<file path="src/rtl/rice_feeder.sv">
// rice_feeder: serial Rice decoder producing zigzag-unfolded signed residuals, one bit per enabled cycle.
module rice_feeder (
    input  logic        iClock,
    input  logic        iReset,
    input  logic        iEnable,
    input  logic        iData,
    input  logic [3:0]  iRiceParam,
    output logic [15:0] oData,
    output logic        oDone
);
    typedef enum logic {UNARY, BINARY} state_t;
    state_t      state_q, state_d;
    logic [15:0] q_q, q_d, r_q, r_d, data_q, data_d;
    logic [3:0]  cnt_q, cnt_d, k_q, k_d, k_eff;
    logic        done_q, done_d;
    logic [31:0] u;
    // q only leaves zero via a zero bit, so UNARY with q==0 marks a codeword's first bit
    assign k_eff = (state_q == UNARY && q_q == 16'd0) ? iRiceParam : k_q;
    always_comb begin
        state_d = state_q;
        q_d     = q_q;
        r_d     = r_q;
        cnt_d   = cnt_q;
        k_d     = k_q;
        done_d  = 1'b0;
        u       = 32'd0;
        if (iEnable) begin
            if (state_q == UNARY) begin
                k_d = k_eff;
                if (!iData) begin
                    q_d = (q_q == 16'hFFFF) ? q_q : q_q + 16'd1;
                end else if (k_eff == 4'd0) begin
                    u      = {16'd0, q_q};
                    done_d = 1'b1;
                    q_d    = 16'd0;
                end else begin
                    state_d = BINARY;
                    cnt_d   = k_eff;
                end
            end else begin
                r_d   = {r_q[14:0], iData};
                cnt_d = cnt_q - 4'd1;
                if (cnt_q == 4'd1) begin
                    u       = ({16'd0, q_q} << k_q) | {16'd0, r_d};
                    done_d  = 1'b1;
                    state_d = UNARY;
                    q_d     = 16'd0;
                    r_d     = 16'd0;
                end
            end
        end
        data_d = done_d ? (u[0] ? ~u[16:1] : u[16:1]) : data_q;
    end
    always_ff @(posedge iClock) begin
        if (!iReset) begin
            state_q <= UNARY;
            q_q     <= 16'd0;
            r_q     <= 16'd0;
            cnt_q   <= 4'd0;
            k_q     <= 4'd0;
            data_q  <= 16'd0;
            done_q  <= 1'b0;
        end else begin
            state_q <= state_d;
            q_q     <= q_d;
            r_q     <= r_d;
            cnt_q   <= cnt_d;
            k_q     <= k_d;
            data_q  <= data_d;
            done_q  <= done_d;
        end
    end
    assign oData = data_q;
    assign oDone = done_q;
endmodule

</file>
<file path="config.mk">
export PLATFORM = sky130hd
export DESIGN_NAME = rice_feeder
export DESIGN_NICKNAME = d
export VERILOG_FILES = /design/src/rtl/rice_feeder.sv
export SDC_FILE = /design/constraint.sdc
export NUM_CORES = 1
export LEC_CHECK = 0
export ABC_AREA = 1
export BUFFER_PORTS_ARGS = -buffer_cell sky130_fd_sc_hd__clkbuf_2
export CAP_MARGIN = 20
export CORE_UTILIZATION = 41
export DETAILED_ROUTE_END_ITERATION = 12
export GPL_TIMING_DRIVEN = 0
export HOLD_SLACK_MARGIN = 0.15
export PLACE_DENSITY_LB_ADDON = 0.15
export SLEW_MARGIN = 10
export SYNTH_ARGS = -nofsm -noshare
export SYNTH_HDL_FRONTEND = slang
export SYNTH_SLANG_ARGS = --single-unit
export TNS_END_PERCENT = 50
</file>
<file path="constraint.sdc">
create_clock -name iClock -period 2.66 [get_ports iClock]
set_clock_uncertainty 0.05 [all_clocks]
set_input_delay 0.399 -clock iClock [delete_from_list [all_inputs] [get_ports iClock]]
set_output_delay 0.399 -clock iClock [all_outputs]
set_load 0.05 [all_outputs]
</file>
==> results of run 1 <==
-- worst reg2reg max path, cell delays in order (launching register included) --
cell      delay (ns)
dfxtp_2         0.35
inv_1           0.13
ha_1            0.16
inv_1           0.05
nor2_1          0.08
nand2_1         0.09
nor2_4          0.17
nand3b_1        0.13
nand2_1         0.12
nand2_2         0.08
nor2_4          0.21
nor2_2          0.07
nand2_4         0.12
nand3_4         0.13
buf_6           0.20
nand2_1         0.06
a21oi_1         0.06
-- worst min path at each step --
stage | from | endpoint | slack [ns] | cells past startpoint
after CTS | iEnable | state_q$_SDFFE_PN0P_ | 0.32 | 3
after global placement | oData[6]$_SDFFE_PN0P_ | oData[6]$_SDFFE_PN0P_ | 0.39 | 2
final | iReset | r_q[13]$_SDFFE_PN0P_ | 0.33 | 3
after detailed placement | oData[13]$_SDFFE_PN0P_ | oData[13]$_SDFFE_PN0P_ | 0.39 | 2
after global routing | iReset | r_q[13]$_SDFFE_PN0P_ | 0.35 | 3
after floorplan | r_q[14]$_SDFFE_PN0P_ | r_q[14]$_SDFFE_PN0P_ | 0.39 | 2
-- kinds of logic (layout without fill, tap and decap cells) --
logic type	after synthesis	count (layout)
AOI/OAI and AO/OA	110	110
buffers and inverters	109	148
muxes	1	1
and+or+nand+nor	377	377
DFF	57	57
adders and majority gates	4	4
xor gates and xnor gates	7	7
-- cell usage in the layout (no fill, tap or decap), types with 2 or more instances in the layout --
cell type	count
nand2_1	207
inv_1	62
nand3_1	62
o21ai_0	56
dfxtp_1	56
nor2_1	36
a21oi_1	27
clkbuf_1	26
nand4_1	26
clkbuf_2	23
nor3_1	16
a211oi_1	12
clkbuf_8	9
buf_6	8
nor2_2	5
buf_4	5
o211ai_1	5
o21ai_1	5
nor4_1	5
buf_1	4
nor2_4	4
buf_2	4
nand2_2	4
xor2_1	4
ha_1	4
clkinv_2	4
nand3b_1	3
inv_2	3
xnor2_1	3
a2111oi_0	2
nand2_4	2
or2_2	2
-- metrics by stage --
step / power, W / hold slack [ns] / std cells / cell area, um^2 / util [%]
2_1_floorplan: 0.00137 / 0.386 / 665 / 4090 / -
3_3_place_gp: 0.00153 / 0.388 / 821 / 4370 / 44.9
3_5_place_dp: 0.00154 / 0.390 / 821 / 4370 / 44.9
4_1_cts: 0.00224 / 0.318 / 837 / 4520 / 46.5
5_1_grt: 0.00237 / 0.345 / 837 / 4530 / 46.5
6_report: 0.00223 / 0.327 / 837 / 4530 / 46.5
-- registers in the layout, indices dropped and copies added, names as in the netlist --
signal and cells:
oData 16, q_q 16, r_q 15, cnt_q 4
k_q 4, oDone 1, state_q 1
-- report_power, final --
| group | switching, W | internal [W] |
|---|---|---|
| clock | 0.000366 | 0.000332 |
| combinational | 0.000429 | 0.000182 |
| sequential | 0.0000273 | 0.000892 |
| total | 0.000823 | 0.00141 |
-- metal layers --
metal  vias to the layer above  track usage (%)  wire length, um
li1                       2268                -                -
met1                      2037             33.8             5990
met2                       118             45.7             6120
met3                        38             3.76              554
met4                         0             15.9              632
met5                         -                0                0
-- Yosys cell counts (3+ instances only) --
cell type | count | area share, %
nand2_1 | 207 | 19
inv_1 | 62 | 5.7
nand3_1 | 62 | 7.6
o21ai_0 | 59 | 7.2
dfxtp_1 | 57 | 28
nor2_1 | 36 | 3.3
a21oi_1 | 27 | 3.3
nand4_1 | 26 | 4.0
clkbuf_1 | 23 | 2.1
nor3_1 | 16 | 2.0
a211oi_1 | 12 | 2.2
buf_6 | 8 | 2.2
buf_4 | 5 | 0.92
nor2_2 | 5 | 0.77
nor4_1 | 5 | 0.77
o211ai_1 | 5 | 0.92
buf_1 | 4 | 0.37
buf_2 | 4 | 0.49
ha_1 | 4 | 1.2
nand2_2 | 4 | 0.61
nor2_4 | 4 | 1.1
xor2_1 | 4 | 0.86
inv_2 | 3 | 0.28
nand3b_1 | 3 | 0.55
o21ai_1 | 3 | 0.37
xnor2_1 | 3 | 0.64
-- repair_timing --
item / 4_1_cts / 5_1_grt
gates resized for setup: 0 / 5
hold buffers: 0 / 0
setup endpoints to repair: 0 / 24
-- area by class of cell --
cell class,instances,share of cell area [%]
Multi-Input combinational cell,499,54.2
Sequential cell,57,25.2
Buffer,44,5.50
Inverter,65,5.39
Tap cell,133,3.68
Clock buffer,12,2.99
Timing Repair Buffer,23,2.54
Clock inverter,4,0.442
==> impl.org, run 1 <==
** Outcome
- The run finished with clean final reports.

** Drt
- The first detailed-routing pass ran for 5 iterations.
- DR DRC count :: 0
- After detailed routing, the number of vias per cell comes to roughly 5.3.
- The detail route stage leaves a number of antenna-violating nets equal to 0.
- For this block, the routed nets add up to between 10,000 and 15,000 um of wire.
- Detailed-route via count :: approximately 4,500
- DRC marker count from the first detailed-route iteration :: about 230
- Routed wire per std cell :: 15.9 um

** Yosys
- Summing every instance area after synthesis gives roughly 4100 um^2.
- Number of nets in the synthesized netlist :: 677
- Synth async-reset ratio :: 0%
- Mux share of post-synthesis cell area :: less than 1%
- The synthesized netlist contains 37 unique library cells.
- Most used DFF post-synth :: dfxtp_1
- After technology mapping, the gate count stands at 665.
- Summing the areas of all fa, ha and maj instances in the mapped netlist gives ~1.2% of the synthesized area.
- Share of synthesized area occupied by flip-flops and latches :: 27.9%
- Simple-gate area share of the yosys netlist :: approximately 42%
- Warning count from the yosys run :: 0
- After synthesis, the mean cell area works out to 6.14 um^2.
- Synth Area in Compound Gates :: 14.8%
- Post-synth EDFFs :: 0
- Xor and xnor area share after synthesis :: under 10%
- Combinational family with the most area after synthesis :: simple AND/OR/NAND/NOR gates
- Register bit total from synthesis :: 57

** Setup path
- Top Family by Delay on Critical Path :: simple AND/OR/NAND/NOR gates
- CP Capture Point :: q_q[15]$_SDFFE_PN0P_
- Critical Path Fanout Max :: 10
- The signal on the critical path passes through inv_1 > ha_1 > inv_1 > nor2_1 > nand2_1 > nor2_4 > nand3b_1 > nand2_1 > nand2_2 > nor2_4 > nor2_2 > nand2_4 > nand3_4 > buf_6 > nand2_1 > a21oi_1.
- By startpoint and endpoint, the worst setup path is classified as flop to flop.
- Crit path buf inv count :: 3
- STA classifies the critical path startpoint as a flop.
- STA puts the critical path data required time at about 2.8 ns.
- The worst register-to-register path has a setup slack of 0.24 ns.
- The startpoint identified for the worst register-to-register timing path is q_q[0]$_SDFFE_PN0P_.
- Critical Path Start :: q_q[0]$_SDFFE_PN0P_
- For the worst flop-to-flop path, the logic depth is 16.
- WP depth :: 16
- Crit-path most repeated cell :: nand2_1
- On the critical path, the stage with the largest delay is an instance of dfxtp_2.
- In this design, the stage delay of the slowest critical-path cell is about 0.35 ns.
- Data arrival at the endpoint of the critical path :: ~2.6 ns
- Element type at the critical path end :: flop
- Capture point of the worst reg-to-reg path :: q_q[15]$_SDFFE_PN0P_

** STA
- Final number of setup-violating endpoints :: 0
- Derived from the worst setup path, the maximum achievable clock frequency is just over 400 MHz.
- Smallest setup slack after layout :: 0.243 ns
- Setup repair after global routing left no endpoint under its margin.
- Final clock period utilization by the worst path :: around nine tenths
- Worst slew margin :: about 48%
- The number of max-slew violations in the final report was 0.
- Setup total negative slack on the finished layout was measured at 0 ns.
- Worst Max-Slew Pin Slew :: roughly 0.78 ns
- Min Clock Period, post-route :: ~2.4 ns
- The number of endpoints with negative hold slack in the final report was 0.

** Finish
- Synthesis-to-finish area growth :: 10.8%
- 0 antenna diodes ended up in the layout.
- Of the cells placed in the final design, the portion with a size suffix greater than 1 is 11.4%.
- The layout has around 1,100 filler cells.
- Multi-input logic area :: 2450 um^2
- Sequential cell area :: roughly 1100 um^2
- Net count reported at finish :: between 700 and 800

** Placement
- Final weighted congestion of routability-driven global placement :: slightly above 0.9
- Number of port buffers :: 23
- Post-DP HPWL :: between 10,000 and 15,000 um
- Minimum setup slack after placement :: between 0.15 and 0.2 ns

** Worst hold path
- In this run the worst hold path is classified as primary input to flop.

** Floorplan
- Width of the chip :: around 100 um
- I/O pin total :: 25
- Number of rows in the core area :: 36
- Die Area :: approximately 10,000 um^2
- Vert. Die Dim :: a little over 100 um
- Effective utilization at floorplan :: between 40% and 50%
- In this run the standard cell core region covers ~9700 um^2.

** Clock network
- # clock sinks :: 57
- The H-tree was split into 3 levels.
- Worst-skew pair later-pin latency :: about 0.36 ns
- TritonCTS built the clock tree.
- The root buffer cell chosen for the clock tree is clkbuf_8.
- Clock-pin slew on the worst setup and hold paths :: about 0.07 ns
- No sink is reached through more buffers than the 2 on the longest clock path.
- Setup Buffers After CTS :: 0
- Cts bufs inserted :: 9

** GRT
- Across every metal layer, demand over resource in global routing totals 27.4%.
- Entering global routing, the biggest net connects 11 pins.
- Initial antenna violation count :: 0
- Global route total overflow :: 0
- The number of global-route vias before repair came to a little over 4,000.
- Wire length of the first global-routing pass :: 21,100 um

** Job
- Across the run, the number of max-cap violations was 0.

** Power
- Maximum vdd drop :: between 150 and 200 uV
- Leakage Power :: 1.98 nW
- Dividing total power by cell area gives a power density of between 400 and 500 nW/um^2.
Note: power is estimated with default switching activity, not from simulation.
==> run 2: changes to the inputs <==
--- a/config.mk
+++ b/config.mk
@@ -9,6 +9,7 @@
 export BUFFER_PORTS_ARGS = -buffer_cell sky130_fd_sc_hd__clkbuf_2
 export CAP_MARGIN = 20
 export CORE_UTILIZATION = 41
+export CTS_BUF_LIST = sky130_fd_sc_hd__clkbuf_8 sky130_fd_sc_hd__clkbuf_16
 export DETAILED_ROUTE_END_ITERATION = 12
 export GPL_TIMING_DRIVEN = 0
 export HOLD_SLACK_MARGIN = 0.15
==> constraint.sdc (replaced) <==
create_clock -name iClock -period 3.1 [get_ports iClock]
set_clock_uncertainty 0.05 [all_clocks]
set_input_delay 0.62 -clock iClock [delete_from_list [all_inputs] [get_ports iClock]]
set_output_delay 0.62 -clock iClock [all_outputs]
set_load 0.05 [all_outputs]
==> impl.org, run 2 (synthesized netlist as in run 1, its figures left out) <==
** Floorplan
- Total core area :: roughly 9700 um^2
- The floorplan step defined a die boundary enclosing ~10,000 um^2.
- Vert. Die Dim :: around 100 um
- I/O pin total :: 25
- Width of the chip :: between 100 and 150 um
- Row generation in the floorplan step produced 36 rows.
- For this configuration, the core starts out at a cell density of about two fifths.

** Drt
- After detailed routing, the number of remaining DRC violations is 0.
- Routed wire per std cell :: 16.0 um
- Wires add up to between 10,000 and 15,000 um.
- Using the TritonRoute via totals, the vias-per-cell ratio works out to 5.34.
- DRC marker count from the first detailed-route iteration :: 228
- For this run, the detailed router's first-pass iteration total came to 5.
- The final route contains 4,472 vias.
- Residual antenna-violating net count after detailed routing :: 0

** Placement
- Number of port buffers :: 23
- The congestion estimate from routability-driven global placement came to approximately 0.91.
- Placed inst area :: 4370 um^2
- Post-DP HPWL :: around 10,000 um

** Finish
- Synthesis-to-finish area growth :: 10.7%
- The repair_antennas step left the layout with diodes totalling 0.
- Commonest non-fill, non-tap cell in the layout :: nand2_1
- The filler cells instantiated in the layout total 1,089.
- Final standard cell utilization of the core :: around 46%
- Share of layout cells above drive strength 1 :: around 11%
- Net count reported at finish :: 711
- Once layout is done, the placed cells without fillers occupy ~4500 um^2.
- Leaving out fill and tap cells, the most frequent cells in the layout are 207 x nand2_1, 65 x inv_1, 62 x nand3_1.

** GRT
- Overall track demand over capacity in global routing :: between 20 and 30%
- Summed over all layers, the global routing overflow is 0.
- Pin count of the biggest net entering global routing :: 11
- The number of global-route vias before repair was roughly 4,100.
- The initial antenna violation count is 0.
- The first global-routing pass estimated 21,100 um of wire.

** Setup path
- The critical path is of the flop to flop type.
- The most critical setup path has its startpoint at q_q[0]$_SDFFE_PN0P_.
- Reg-to-Reg Start :: q_q[0]$_SDFFE_PN0P_
- Along the worst path, the maximum fanout reaches 10.
- Element type at the critical path end :: flop
- Endpoint required time on the critical path :: between 3 and 4 ns
- Data arrival at the endpoint of the critical path :: 2.71 ns
- STA classifies the critical path startpoint as a flop.

** STA
- Setup violations remaining at the end of the flow were counted as 0.
- RSZ-0062 raised after global routing :: no
- Dividing the final minimum period by the clock period gives 79.7%.
- The clock period could shrink to approximately 2.5 ns.
- Sum Neg Setup Slack :: 0 ns
- For this run, the top clock speed supported by timing is around 400 MHz.
- For the pin with the worst max-slew slack, the measured transition is 0.798 ns.
- The number of max-slew violations in the final report came to 0.
- Number of endpoints with negative hold slack in the final report :: 0
- Worst slew margin :: a little under half

** Job
- Max-cap check violation count :: 0

** Power
- Dividing total power by cell area gives a power density of 420 nW/um^2.
- Leakage Power :: 1.99 nW
- Maximum vdd drop :: 152 uV
- Power comes to ~0.0019 W.

** Clock network
- Setup Buffers After CTS :: 0
- Clock-pin slew on the worst setup and hold paths :: 0.07 ns
- H-tree depth :: 3
- # clock sinks :: 57
- TritonCTS built the clock tree.
- In this run, post-CTS hold repair placed 0 buffers.
- Once the clock tree was built, the resizer swapped 0 gates to a different size.
- Cts bufs inserted :: 9
- Maximum buffer depth of the clock tree :: 2
- For the worst-skew pair, the clock arrives at the later sink with an insertion delay of ~0.36 ns.
- The tree is rooted in a clkbuf_8.

** Worst hold path
- The tightest min-delay check is of the flop to flop type.
- Worst min-delay path startpoint :: oData[10]$_SDFFE_PN0P_

** Outcome
- Outcome :: complete, no violations
run 2: final timing paths:
| check | to | slack, ns | cells past startpoint |
|---|---|---|---|
| min reg2reg | oData[10]$_SDFFE_PN0P_ | 0.40 | 2 |
| max reg2reg | cnt_q[2]$_SDFFE_PN0P_ | 0.63 | 16 |
| max | cnt_q[2]$_SDFFE_PN0P_ | 0.63 | 16 |
| min | oData[10]$_SDFFE_PN0P_ | 0.40 | 2 |
run 2: area by class of cell:
class                           instances  area [um^2]  share of cell area (%)
Buffer                                 44          249                    5.51
Clock buffer                            9          124                    2.74
Clock inverter                          7         31.3                   0.692
Inverter                               65          244                    5.40
Multi-Input combinational cell        499         2450                    54.2
Sequential cell                        57         1140                    25.2
Tap cell                              133          166                    3.68
Timing Repair Buffer                   23          115                    2.55
run 2: power breakdown:
| part | total, W | internal [W] | switching, W |
|---|---|---|---|
| clock | 0.000589 | 0.000275 | 0.000314 |
| sequential | 0.000788 | 0.000765 | 0.0000235 |
| combinational | 0.000524 | 0.000155 | 0.000368 |
run 2: per-stage QoR:
stage	hold slack [ns]	worst slack, ns	cells
floorplan	0.386	1.12	665
detailed placement	0.390	0.632	821
finish	0.400	0.628	837
global route	0.422	0.323	837
global placement	0.388	0.676	821
CTS	0.403	0.619	837
run 2: metal layers:
layer	track usage [%]	part of all wire, %	vias to the layer above
li1	-	-	2261
met1	33.8	44	2034
met2	45.7	46	137
met3	3.76	4.7	40
met4	15.9	4.8	0
met5	0	0	-
run 2: critical path: stages (launching register included):
cell     delay, ns
dfxtp_1       0.44
inv_1         0.13
ha_1          0.21
inv_1         0.07
nor2_1        0.04
nand2_1       0.09
nor2_4        0.07
nand2_2       0.08
nand2_1       0.05
nand2_1       0.12
nand2_2       0.09
nor2_4        0.22
buf_4         0.21
o21ai_1       0.13
inv_2         0.15
o21ai_0       0.08
a21oi_1       0.16
==> run 3: changes to the inputs <==
==> constraint.sdc (replaced) <==
create_clock -name iClock -period 2.6 [get_ports iClock]
set_clock_uncertainty 0.05 [all_clocks]
set_input_delay 0.52 -clock iClock [delete_from_list [all_inputs] [get_ports iClock]]
set_output_delay 0.52 -clock iClock [all_outputs]
set_load 0.05 [all_outputs]
==> impl.org, run 3 (synthesized netlist as in run 1, its figures left out) <==
** STA
- Final number of setup-violating endpoints :: 0
- Headroom to the max-slew limit came out at 47.4%.
- Once routing completed, OpenROAD measured the worst setup slack at 0.205 ns.
- Setup repair after global routing left no endpoint under its margin.
- For this run, the top clock speed supported by timing is roughly 420 MHz.
- For the final routed database, the setup TNS stands at 0 ns.
- The number of endpoints with negative hold slack in the final report is 0.
- Worst Max-Slew Pin Slew :: about 0.79 ns
- Slew Limit Fails :: 0
- Final clock period utilization by the worst path :: roughly 92%
- Min Clock Period, post-route :: roughly 2.4 ns

** Finish
- Synthesis-to-finish area growth :: 11.0%
- # diodes :: 0
- In the final design database the tool counted between 700 and 800 nets.
- Share of layout cells above drive strength 1 :: between 10% and 20%
- Number of fill cells :: ~1,100
- Leaving out fill and tap cells, the most frequent cells in the layout are 207 x nand2_1, 64 x inv_1, 62 x nand3_1.
- Commonest non-fill, non-tap cell in the layout :: nand2_1

** Setup path
- At the worst endpoint, the arrival time is 2.56 ns.
- The most critical setup path has its endpoint at q_q[15]$_SDFFE_PN0P_.
- The critical path in this run is classified as flop to flop.
- Reg-to-Reg Start :: q_q[1]$_SDFFE_PN0P_
- Capture point of the worst reg-to-reg path :: q_q[15]$_SDFFE_PN0P_
- Element type at the critical path end :: flop
- Measured in cells, the most critical reg-to-reg path has a length of 16.
- Critical Path Fanout Max :: 10
- The worst setup path is launched from a flop.
- Endpoint required time on the critical path :: about 2.8 ns
- Critical Path Start :: q_q[1]$_SDFFE_PN0P_
- FF-to-FF setup slack :: between 0.2 and 0.25 ns

** Power
- For this design the ratio of total power to cell area is ~500 nW/um^2.
- In this run the power spent charging and discharging nets is ~0.00084 W.
- Across the VDD grid, the largest voltage drop is approximately 180 uV.
- Leakage Power :: 2.00 nW
- Clk network pwr share :: 30.9%
- Net Sw Frac :: a little under two fifths
- Combinational power share :: between 20 and 30%
- Of the total power, registers draw approximately 41%.
- Internal power :: between 0.001 and 0.0015 W

** Placement
- Input and output buffers added on the ports amount to 23.
- Final weighted congestion of routability-driven global placement :: between 0.9 and 1
- Minimum setup slack after placement :: 0.132 ns
- Post-DP HPWL :: slightly above 10,000 um

** Floorplan
- The floorplan step set the die height to ~100 um.
- Total core area :: 9730 um^2
- Die Area :: between 10,000 and 15,000 um^2
- Row generation in the floorplan step produced 36 rows.
- Effective utilization at floorplan :: 42.0%
- I/O pin total :: 25
- The die is approximately 100 um wide.

** GRT
- Global route total overflow :: 0
- Global routing used 27.4% of the available tracks across all layers.
- The first global-routing pass estimated 21,100 um of wire.
- Number of global-route vias before repair :: approximately 4,000
- Entering global routing, the biggest net connects 11 pins.
- Initial antenna violation count :: 0

** Drt
- After the first detailed-routing iteration, the DRC count stood at 227.
- Detail-routed via count per cell :: 5.35
- Residual antenna-violating net count after detailed routing :: 0
- Routed wire per std cell :: about 16 um
- The routed layout has ~4,500 vias.
- DR DRC count :: 0
- Drt first pass iters :: 5
- Wires add up to between 10,000 and 15,000 um.

** Clock network
- In this run the clock root is driven by a clkbuf_8.
- H-tree depth :: 3
- The clock drives 57 sinks.
- After clock tree synthesis, the clock-pin slew on the worst setup and hold paths is 0.07 ns.
- TritonCTS created 9 clock buffers.
- Setup Buffers After CTS :: 0
- Maximum buffer depth of the clock tree :: 2
- Worst-skew pair later-pin latency :: 0.36 ns
- TritonCTS built the clock tree.

** Outcome
- Outcome :: complete, no violations

** Job
- The tool flagged a number of max-cap violations equal to 0.

** Worst hold path
- Classification of the worst-slack hold path :: flop to flop
run 3: worst min path at each step:
stage | start | to | slack (ns) | depth (start not counted)
after floorplan | r_q[14]$_SDFFE_PN0P_ | r_q[14]$_SDFFE_PN0P_ | 0.39 | 2
after global placement | oData[6]$_SDFFE_PN0P_ | oData[6]$_SDFFE_PN0P_ | 0.39 | 2
after detailed placement | oData[13]$_SDFFE_PN0P_ | oData[13]$_SDFFE_PN0P_ | 0.39 | 2
after CTS | oData[13]$_SDFFE_PN0P_ | oData[13]$_SDFFE_PN0P_ | 0.40 | 2
after global routing | oData[0]$_SDFFE_PN0P_ | oData[0]$_SDFFE_PN0P_ | 0.42 | 2
final | oData[10]$_SDFFE_PN0P_ | oData[10]$_SDFFE_PN0P_ | 0.40 | 2
run 3: power groups by stage:
stage               combinational, W  clock, W  sequential, W
floorplan                   0.000452         0       0.000953
global placement            0.000605         0       0.000959
detailed placement          0.000614         0       0.000959
CTS                         0.000617  0.000720       0.000939
global route                0.000701  0.000768       0.000945
finish                      0.000627  0.000702       0.000941
run 3: layout make-up:
type                            instances  area [um^2]  share of cell area [%]
Clock buffer                            9          124                    2.73
Timing Repair Buffer                   23          115                    2.54
Inverter                               65          244                    5.38
Sequential cell                        57         1140                    25.2
Clock inverter                          7         31.3                   0.690
Multi-Input combinational cell        499         2460                    54.3
Buffer                                 44          249                    5.49
Tap cell                              133          166                    3.67
run 3: repair_timing:
item,in CTS,in global routing
resized for setup,0,10
setup endpoints to repair,0,30
hold buffers,0,0
run 3: metal layers:
metal | global-route usage (%) | part of all wire, %
met1 | 33.8 | 45
met2 | 45.7 | 46
met3 | 3.76 | 4.3
met4 | 15.9 | 4.6
met5 | 0 | 0
run 3: worst max-delay path, stage by stage (launching register included):
cell      delay, ns
dfxtp_1        0.37
inv_1          0.10
ha_1           0.14
inv_1          0.05
nor2_1         0.08
nand2_1        0.09
nor2_4         0.17
nand3b_1       0.11
nand2_1        0.14
nand2_1        0.10
nor2_4         0.19
nor2_2         0.07
nand2_4        0.12
nand3_4        0.12
buf_6          0.21
nand2_1        0.06
a21oi_1        0.06
run 3: metrics by stage:
| stage | cell area (um^2) | instances | hold WS (ns) | total power, W | util, % |
|---|---|---|---|---|---|
| 3_5_place_dp | 4370 | 821 | 0.390 | 0.00157 | 44.9 |
| 6_report | 4530 | 837 | 0.400 | 0.00227 | 46.6 |
| 4_1_cts | 4520 | 837 | 0.403 | 0.00228 | 46.5 |
| 5_1_grt | 4530 | 837 | 0.422 | 0.00241 | 46.6 |
| 3_3_place_gp | 4370 | 821 | 0.388 | 0.00156 | 44.9 |
| 2_1_floorplan | 4090 | 665 | 0.386 | 0.00141 | - |
